### config.mk
export PLATFORM = sky130hd
export DESIGN_NAME = uart_rx
export DESIGN_NICKNAME = d
export VERILOG_FILES = /design/src/rtl/uart_rx_pkg.sv /design/src/rtl/uart_rx_sync2.sv /design/src/rtl/uart_rx.sv
export SDC_FILE = /design/constraint.sdc
export NUM_CORES = 1
export LEC_CHECK = 0
export BUFFER_PORTS_ARGS = -buffer_cell sky130_fd_sc_hd__buf_2
export CAP_MARGIN = 20
export CORE_MARGIN = 2
export CORE_UTILIZATION = 35
export CTS_CLUSTER_DIAMETER = 40
export DETAILED_ROUTE_END_ITERATION = 10
export PLACE_DENSITY_LB_ADDON = 0.2
export SETUP_SLACK_MARGIN = 0.05
export SLEW_MARGIN = 20
export SYNTH_ARGS = -nofsm -noshare
export SYNTH_HDL_FRONTEND = slang
export SYNTH_SLANG_ARGS = --single-unit
export TNS_END_PERCENT = 100
### constraint.sdc
create_clock -name clk -period 5.4 [get_ports clk]
set_input_delay 1.08 -clock clk [delete_from_list [all_inputs] [get_ports clk]]
set_output_delay 1.08 -clock clk [all_outputs]
set_load 0.01 [all_outputs]
### src/rtl/uart_rx_pkg.sv
// Shared constants for the UART receive path: default clock/baud pair and counter sizing.
package uart_rx_pkg;

    localparam int unsigned DEF_CLK_FREQ = 50_000_000;
    localparam int unsigned DEF_BAUD     = 115_200;

    function automatic int unsigned cnt_width(input int unsigned n);
        return (n > 2) ? $clog2(n) : 1;
    endfunction

endpackage

### src/rtl/uart_rx_sync2.sv
// Two-flop synchronizer for the asynchronous rx line; resets to the idle (high) level.
module sync2 (
    input  logic clk,
    input  logic rst,
    input  logic d,
    output logic q
);

    logic meta_q, meta_d;
    logic sync_q, sync_d;

    always_comb begin
        meta_d = d;
        sync_d = meta_q;
    end

    always_ff @(posedge clk) begin
        if (rst) begin
            meta_q <= 1'b1;
            sync_q <= 1'b1;
        end else begin
            meta_q <= meta_d;
            sync_q <= sync_d;
        end
    end

    assign q = sync_q;

endmodule

### src/rtl/uart_rx.sv
// 8N1 UART receiver with valid/ready output holding register, frame error and overrun pulses.
// state     | meaning
// IDLE      | line high, waiting for a start edge
// START     | qualifying the start bit at its centre
// DATA      | sampling 8 data bits, LSB first
// STOP      | sampling the stop bit
// WAIT_IDLE | bad stop seen, waiting for the line to return high
module uart_rx
    import uart_rx_pkg::*;
#(
    parameter int unsigned CLK_FREQ = DEF_CLK_FREQ,
    parameter int unsigned BAUD     = DEF_BAUD
) (
    input  logic       clk,
    input  logic       rst,
    input  logic       rx,
    output logic [7:0] data,
    output logic       valid,
    input  logic       ready,
    output logic       frame_err,
    output logic       overrun,
    output logic       busy
);

    localparam int unsigned CLKS_PER_BIT = CLK_FREQ / BAUD;
    localparam int unsigned HALF         = CLKS_PER_BIT / 2;
    localparam int unsigned CNT_W        = cnt_width(CLKS_PER_BIT);
    localparam logic [CNT_W-1:0] CNT_HALF_TC = CNT_W'(HALF - 1);
    localparam logic [CNT_W-1:0] CNT_BIT_TC  = CNT_W'(CLKS_PER_BIT - 1);

    typedef enum logic [2:0] {
        S_IDLE,
        S_START,
        S_DATA,
        S_STOP,
        S_WAIT_IDLE
    } state_e;

    state_e           state_q, state_d;
    logic [CNT_W-1:0] cnt_q, cnt_d;
    logic [2:0]       idx_q, idx_d;
    logic [7:0]       shreg_q, shreg_d;
    logic [7:0]       data_q, data_d;
    logic             valid_q, valid_d;
    logic             frame_err_q, frame_err_d;
    logic             overrun_q, overrun_d;
    logic             rx_s;
    logic             tc_half, tc_bit, byte_done;

    sync2 u_sync (
        .clk (clk),
        .rst (rst),
        .d   (rx),
        .q   (rx_s)
    );

    assign tc_half   = (cnt_q == CNT_HALF_TC);
    assign tc_bit    = (cnt_q == CNT_BIT_TC);
    assign byte_done = (state_q == S_STOP) && tc_bit && rx_s;

    always_ff @(posedge clk) begin
        if (rst) begin
            state_q     <= S_IDLE;
            cnt_q       <= '0;
            idx_q       <= '0;
            shreg_q     <= '0;
            data_q      <= '0;
            valid_q     <= 1'b0;
            frame_err_q <= 1'b0;
            overrun_q   <= 1'b0;
        end else begin
            state_q     <= state_d;
            cnt_q       <= cnt_d;
            idx_q       <= idx_d;
            shreg_q     <= shreg_d;
            data_q      <= data_d;
            valid_q     <= valid_d;
            frame_err_q <= frame_err_d;
            overrun_q   <= overrun_d;
        end
    end

    always_comb begin
        state_d = state_q;
        case (state_q)
            S_IDLE:      if (!rx_s) state_d = S_START;
            S_START:     if (tc_half) state_d = rx_s ? S_IDLE : S_DATA;
            S_DATA:      if (tc_bit && (idx_q == 3'd7)) state_d = S_STOP;
            S_STOP:      if (tc_bit) state_d = rx_s ? S_IDLE : S_WAIT_IDLE;
            S_WAIT_IDLE: if (rx_s) state_d = S_IDLE;
            default:     state_d = S_IDLE;
        endcase
    end

    always_comb begin
        cnt_d       = '0;
        idx_d       = idx_q;
        shreg_d     = shreg_q;
        data_d      = data_q;
        valid_d     = valid_q && !ready;
        frame_err_d = 1'b0;
        overrun_d   = 1'b0;
        case (state_q)
            S_START: begin
                cnt_d = tc_half ? '0 : cnt_q + 1'b1;
                if (tc_half) idx_d = '0;
            end
            S_DATA: begin
                cnt_d = tc_bit ? '0 : cnt_q + 1'b1;
                if (tc_bit) begin
                    shreg_d = {rx_s, shreg_q[7:1]};
                    idx_d   = (idx_q == 3'd7) ? 3'd0 : idx_q + 3'd1;
                end
            end
            S_STOP: begin
                cnt_d = tc_bit ? '0 : cnt_q + 1'b1;
                if (tc_bit && !rx_s) frame_err_d = 1'b1;
            end
            default: cnt_d = '0;
        endcase
        // a pending byte that is not being consumed this cycle wins over the new one
        if (byte_done) begin
            if (!valid_q || ready) begin
                data_d  = shreg_q;
                valid_d = 1'b1;
            end else begin
                overrun_d = 1'b1;
            end
        end
    end

    assign data      = data_q;
    assign valid     = valid_q;
    assign frame_err = frame_err_q;
    assign overrun   = overrun_q;
    assign busy      = (state_q != S_IDLE);

endmodule

; Word level (Yosys, flattened, before mapping)
; Cells that the tools add are included.
[totals]
regBits = 36
in_bits = 4
out_inout_bits = 12
elab_cells = 65
[classes]
n_addsub = 2
eq_ne = 13
mux = 19
bitwise = 2
reduce_logical = 19
[op_table]
columns = cell, count
row1 = 3-bit 2-to-1 mux, 9
row2 = 9-bit 2-to-1 mux, 2
row3 = 9-bit case mux with 2 select lines, 1
row4 = 3-bit case mux with 5 select lines, 1
row5 = 2-bit inequality test (second input constant), 5
row6 = 9-bit by 1-bit adder with 9-bit output (second input constant), 1
row7 = 9-bit by 8-bit equality test with 1-bit output (second input constant), 1
row8 = 9-bit equality test (second input constant), 1
row9 = 3-bit by 2-bit equality test with 1-bit output (second input constant), 2
row10 = 3-bit equality test (second input constant), 2
row11 = 3-bit case mux with 2 select lines, 1
row12 = 2-bit OR reduction, 3
row13 = 1-bit logical AND, 5
row14 = 5-bit AND reduction, 1
row15 = 1-bit 2-to-1 mux, 4
row16 = 2-bit AND reduction, 2
row17 = 3-bit by 1-bit adder with 3-bit output (second input constant), 1
row18 = 3-bit by 1-bit equality test with 1-bit output (second input constant), 1
row19 = 1-bit zero test, 3
row20 = 3-bit zero test, 1
row21 = 3-bit AND reduction, 1
row22 = 3-bit nonzero test, 1
row23 = 2-bit 2-to-1 mux, 1
row24 = 2-bit by 1-bit inequality test with 1-bit output (second input constant), 1
row25 = other kinds (3), 4

; Depth between registers and ports, before layout
[logic_depth]
ltp_word = 5
ltp_mapped = 7

; Cells and area by module
; Synthesis repeated with hierarchy kept, for this count alone.
[unflattened]
hier_cells = 170
hier_area_um2 = 1609.0
[modules_own_cells]
columns = mod, instances, cells_each, area_each_um2, seq_area_each_um2
row1 = uart_rx, 1, 166, 1556.5, 680.7
row2 = sync2, 1, 4, 52.6, 40.0

; Least setup slack after synthesis
; No wires, ideal clock.
[synth_timing]
path_kind = input port to flip-flop
start = input rst
end = register cnt_q[2]
arrival_time_ps = 1916
path_slack_ps = 3416
stages = 4
n_path_buf = 0
path_cell_list = or3b_2 > a31oi_1 > a31oi_1 > nor2_1
[synth_rtl]
columns = item, line
row1 = "start, declared", uart_rx.sv:15  ; input logic rst,
row2 = "end signal, assigned", uart_rx.sv:73  ; cnt_q <= cnt_d;
row3 = "end, declared", uart_rx.sv:40  ; logic [CNT_W-1:0] cnt_q, cnt_d;

; Final worst setup path
[layout_timing]
start = register state_q[1]
end = output busy
[layout_via]
elab_chain_len = 1
[layout_rtl]
columns = item, line
row1 = "start, declared", uart_rx.sv:39  ; state_e state_q, state_d;
row2 = "start signal, assigned", uart_rx.sv:72  ; state_q <= state_d;
row3 = 3-bit nonzero test, uart_rx.sv:136  ; assign busy = (state_q != S_IDLE);
row4 = "end, declared", uart_rx.sv:22  ; output logic busy
; Every way passes these cells.

==> metrics <==
status complete, no violations; CP Capture Type primary output; Core Box Area 0.00444 mm2; Worst path slowest cell dfxtp_1; setup slack, reg-to-reg between 3000 and 4000 ps; first-pass GRT wire length approximately 5500 um; Worst path max stage delay roughly 430 ps; share of the yosys chip area belonging to registers 43.8%; Slew @ Worst Pin approximately 740 ps; Yosys top cell area share 43.8%; total wire length 3170 um; fill cell count roughly 460; Max-Cap Viols 0; worst hold margin ~420 ps; # rows 24; Hold Startpoint u_sync.meta_q; sequential cell area between 700 and 800 um2; cts repair resizes 0; Lkg Pwr approximately 0.7 nW; hpwl dp approximately 2300 um; Initial Utilization a little under two fifths; synthesized flop and latch total 36; later-pin clock latency in the skew report about 290 ps; Post-synth EDFFs 0; met1 Usage GRT 16.6%; pre-CTS setup slack around 2800 ps; Hold EP u_sync.q; DIE HEIGHT between 70 and 80 um; r2r startpoint cnt_q[0]; P per Cell Area approximately 260 mW/mm2; clock buffer depth 2; mapped cell area 0.00165 mm2; Worst Slack Setup Final roughly 3100 ps; largest net degree at the start of global routing 33; crit-path leading delay family flip-flops; asr flop ratio synth 0%; initial antenna violation count 0; most area-consuming cells after synthesis dfxtp_1 (44%), mux2i_1 (6.1%), nor2_1 (5.0%), nand3_1 (4.3%), ha_1 (3.8%); post-route ant nets 0; Port Buffers 15; CTS root buf clkbuf_8; post-DR wirelength/cell between 10 and 15 um; vias in the first global route between 1000 and 1500; hold path depth 1; final hold vios 0; share of cells above drive strength 1 16.7%; CTS sink cnt 36; Req. time, crit path roughly 4300 ps; CTS H-tree lvls 2; GR met2 Demand/Resource a little over a fifth; combined area of the multi-input logic cells 878 um2; top cell type by total area after synthesis dfxtp_1; DR vias/cell between 5 and 6; gr ovfl total 0; DRC errors left 0; Distinct cells, synth between 40 and 50; Final #Nets 200; Max Freq ~430 MHz; Reg2Reg Depth 5; clock skew roughly 5.5 ps; Finish-stage setup viols 0; die area ~0.0053 mm2; VDD IR-drop max between 0.0001 and 0.00015 V; syn avg cell area a little over 9 um2; CTS tree built; Layout Utilization around 41%; Die W 72.6 um; num ports 16; Commonest cells post-synth dfxtp_1 (36), nor2_1 (22), nand3_1 (14); fin. max-slew vios 0; Slew HR 50.6%; setup tns final 0 ps; gpl congestion slightly above 0.8; Hold WC Path Type reg -> reg; diodes inserted 0; unrepaired setup endpoints after global routing false; syn nets 187; CP Max Fanout 14; crit-path cells or3_1 > buf_2; Syn. warnings 0; crit path kind reg -> out; CP bufs+invs 1; vias ~1300; CP arrival between 1000 and 1500 ps; met3 Use GR about 4.2%; Setup Buffers After CTS 0; Area Growth Syn to Fin 11.7%; Tmin final between 2000 and 2500 ps; Syn Inst Count around 180; Hold-fix buffers, CTS 0; First-pass DRT Iterations 4; CTS clock-pin slew for the worst setup and hold paths around 70 ps; Top Usage Layer GRT met2; reg2reg end state_q[0]; Critical Path Start Type register; TritonCTS Buffers 5; Most used DFF post-synth dfxtp_1; GRT Total Usage 13.6%; Tcrit/Tclk final between 40% and 50%; top-count cell post-synth dfxtp_1; iteration-0 DRC count of the detailed router a little over 50
## registers in the layout, summed over array words and instances (netlist names)
| register | count |
|---|---|
| cnt_q | 9 |
| valid | 1 |
| overrun | 1 |
| idx_q | 3 |
| u_sync.q | 1 |
| state_q | 3 |
| data | 8 |
| shreg_q | 8 |
| frame_err | 1 |
| u_sync.meta_q | 1 |
## per-stage QoR
step | instance area, um2 | power, mW | cells
floorplan | 1650 | 0.293 | 178
global placement | 1750 | 0.297 | 236
detailed placement | 1750 | 0.299 | 236
CTS | 1840 | 0.488 | 244
global route | 1840 | 0.501 | 244
finish | 1840 | 0.479 | 244
## area by class of cell
class / count / share of cell area [%]
Clock buffer: 5 / 3.74
Clock inverter: 3 / 1.02
Inverter: 3 / 0.613
Multi-Input combinational cell: 130 / 47.8
Sequential cell: 36 / 39.2
Tap cell: 52 / 3.54
Timing Repair Buffer: 15 / 4.08
## kinds of logic (layout without fill, tap and decap cells)
family                   Yosys count  count (layout)  synth area share [%]
AND/OR/NAND/NOR                   81              81                  30.3
flip-flops                        36              36                  43.8
AO/OA/AOI/OAI                     26              26                  8.82
buffers and inverters             12              26                  2.81
multiplexers                      11              11                  6.77
XOR/XNOR                           7               7                  3.73
adder cells (fa/ha/maj)            5               5                  3.80
## cells in the final DEF (no fill, tap or decap), types with 3 or more instances in the layout
cell	Yosys	routed
dfxtp_1	36	36
nor2_1	22	22
buf_2	1	15
nand3_1	14	14
a21oi_1	11	11
mux2i_1	10	10
xor2_1	6	6
nand2b_1	5	5
ha_1	5	5
clkbuf_8	0	5
o21ai_1	4	4
o21ai_0	4	4
inv_1	3	3
or3_1	3	3
nor2b_1	3	3
nand4b_1	3	3
or4_1	3	3
and3b_1	3	3
## power breakdown
group | internal, mW | total (mW) | switching [mW]
clock network | 0.0898 | 0.187 | 0.0971
registers | 0.268 | 0.274 | 0.00568
logic | 0.00790 | 0.0187 | 0.0108
total | 0.366 | 0.479 | 0.114
## worst max path at each step
| stage | startpoint | endpoint | cells after the start |
|---|---|---|---|
| after detailed placement | rst | cnt_q[3] | 5 |
| after global routing | rst | cnt_q[7] | 5 |
| after global placement | rst | cnt_q[6] | 5 |
| final | state_q[1] | busy | 2 |
| after floorplan | rst | cnt_q[2] | 4 |
| after CTS | state_q[1] | busy | 2 |
## layer usage
layer / wire length, um / share of wire, %
met1: 1590 / 50
met2: 1430 / 45
met3: 80 / 2.5
met4: 69 / 2.2
met5: 0 / 0
(Power assumes the default switching activity.)
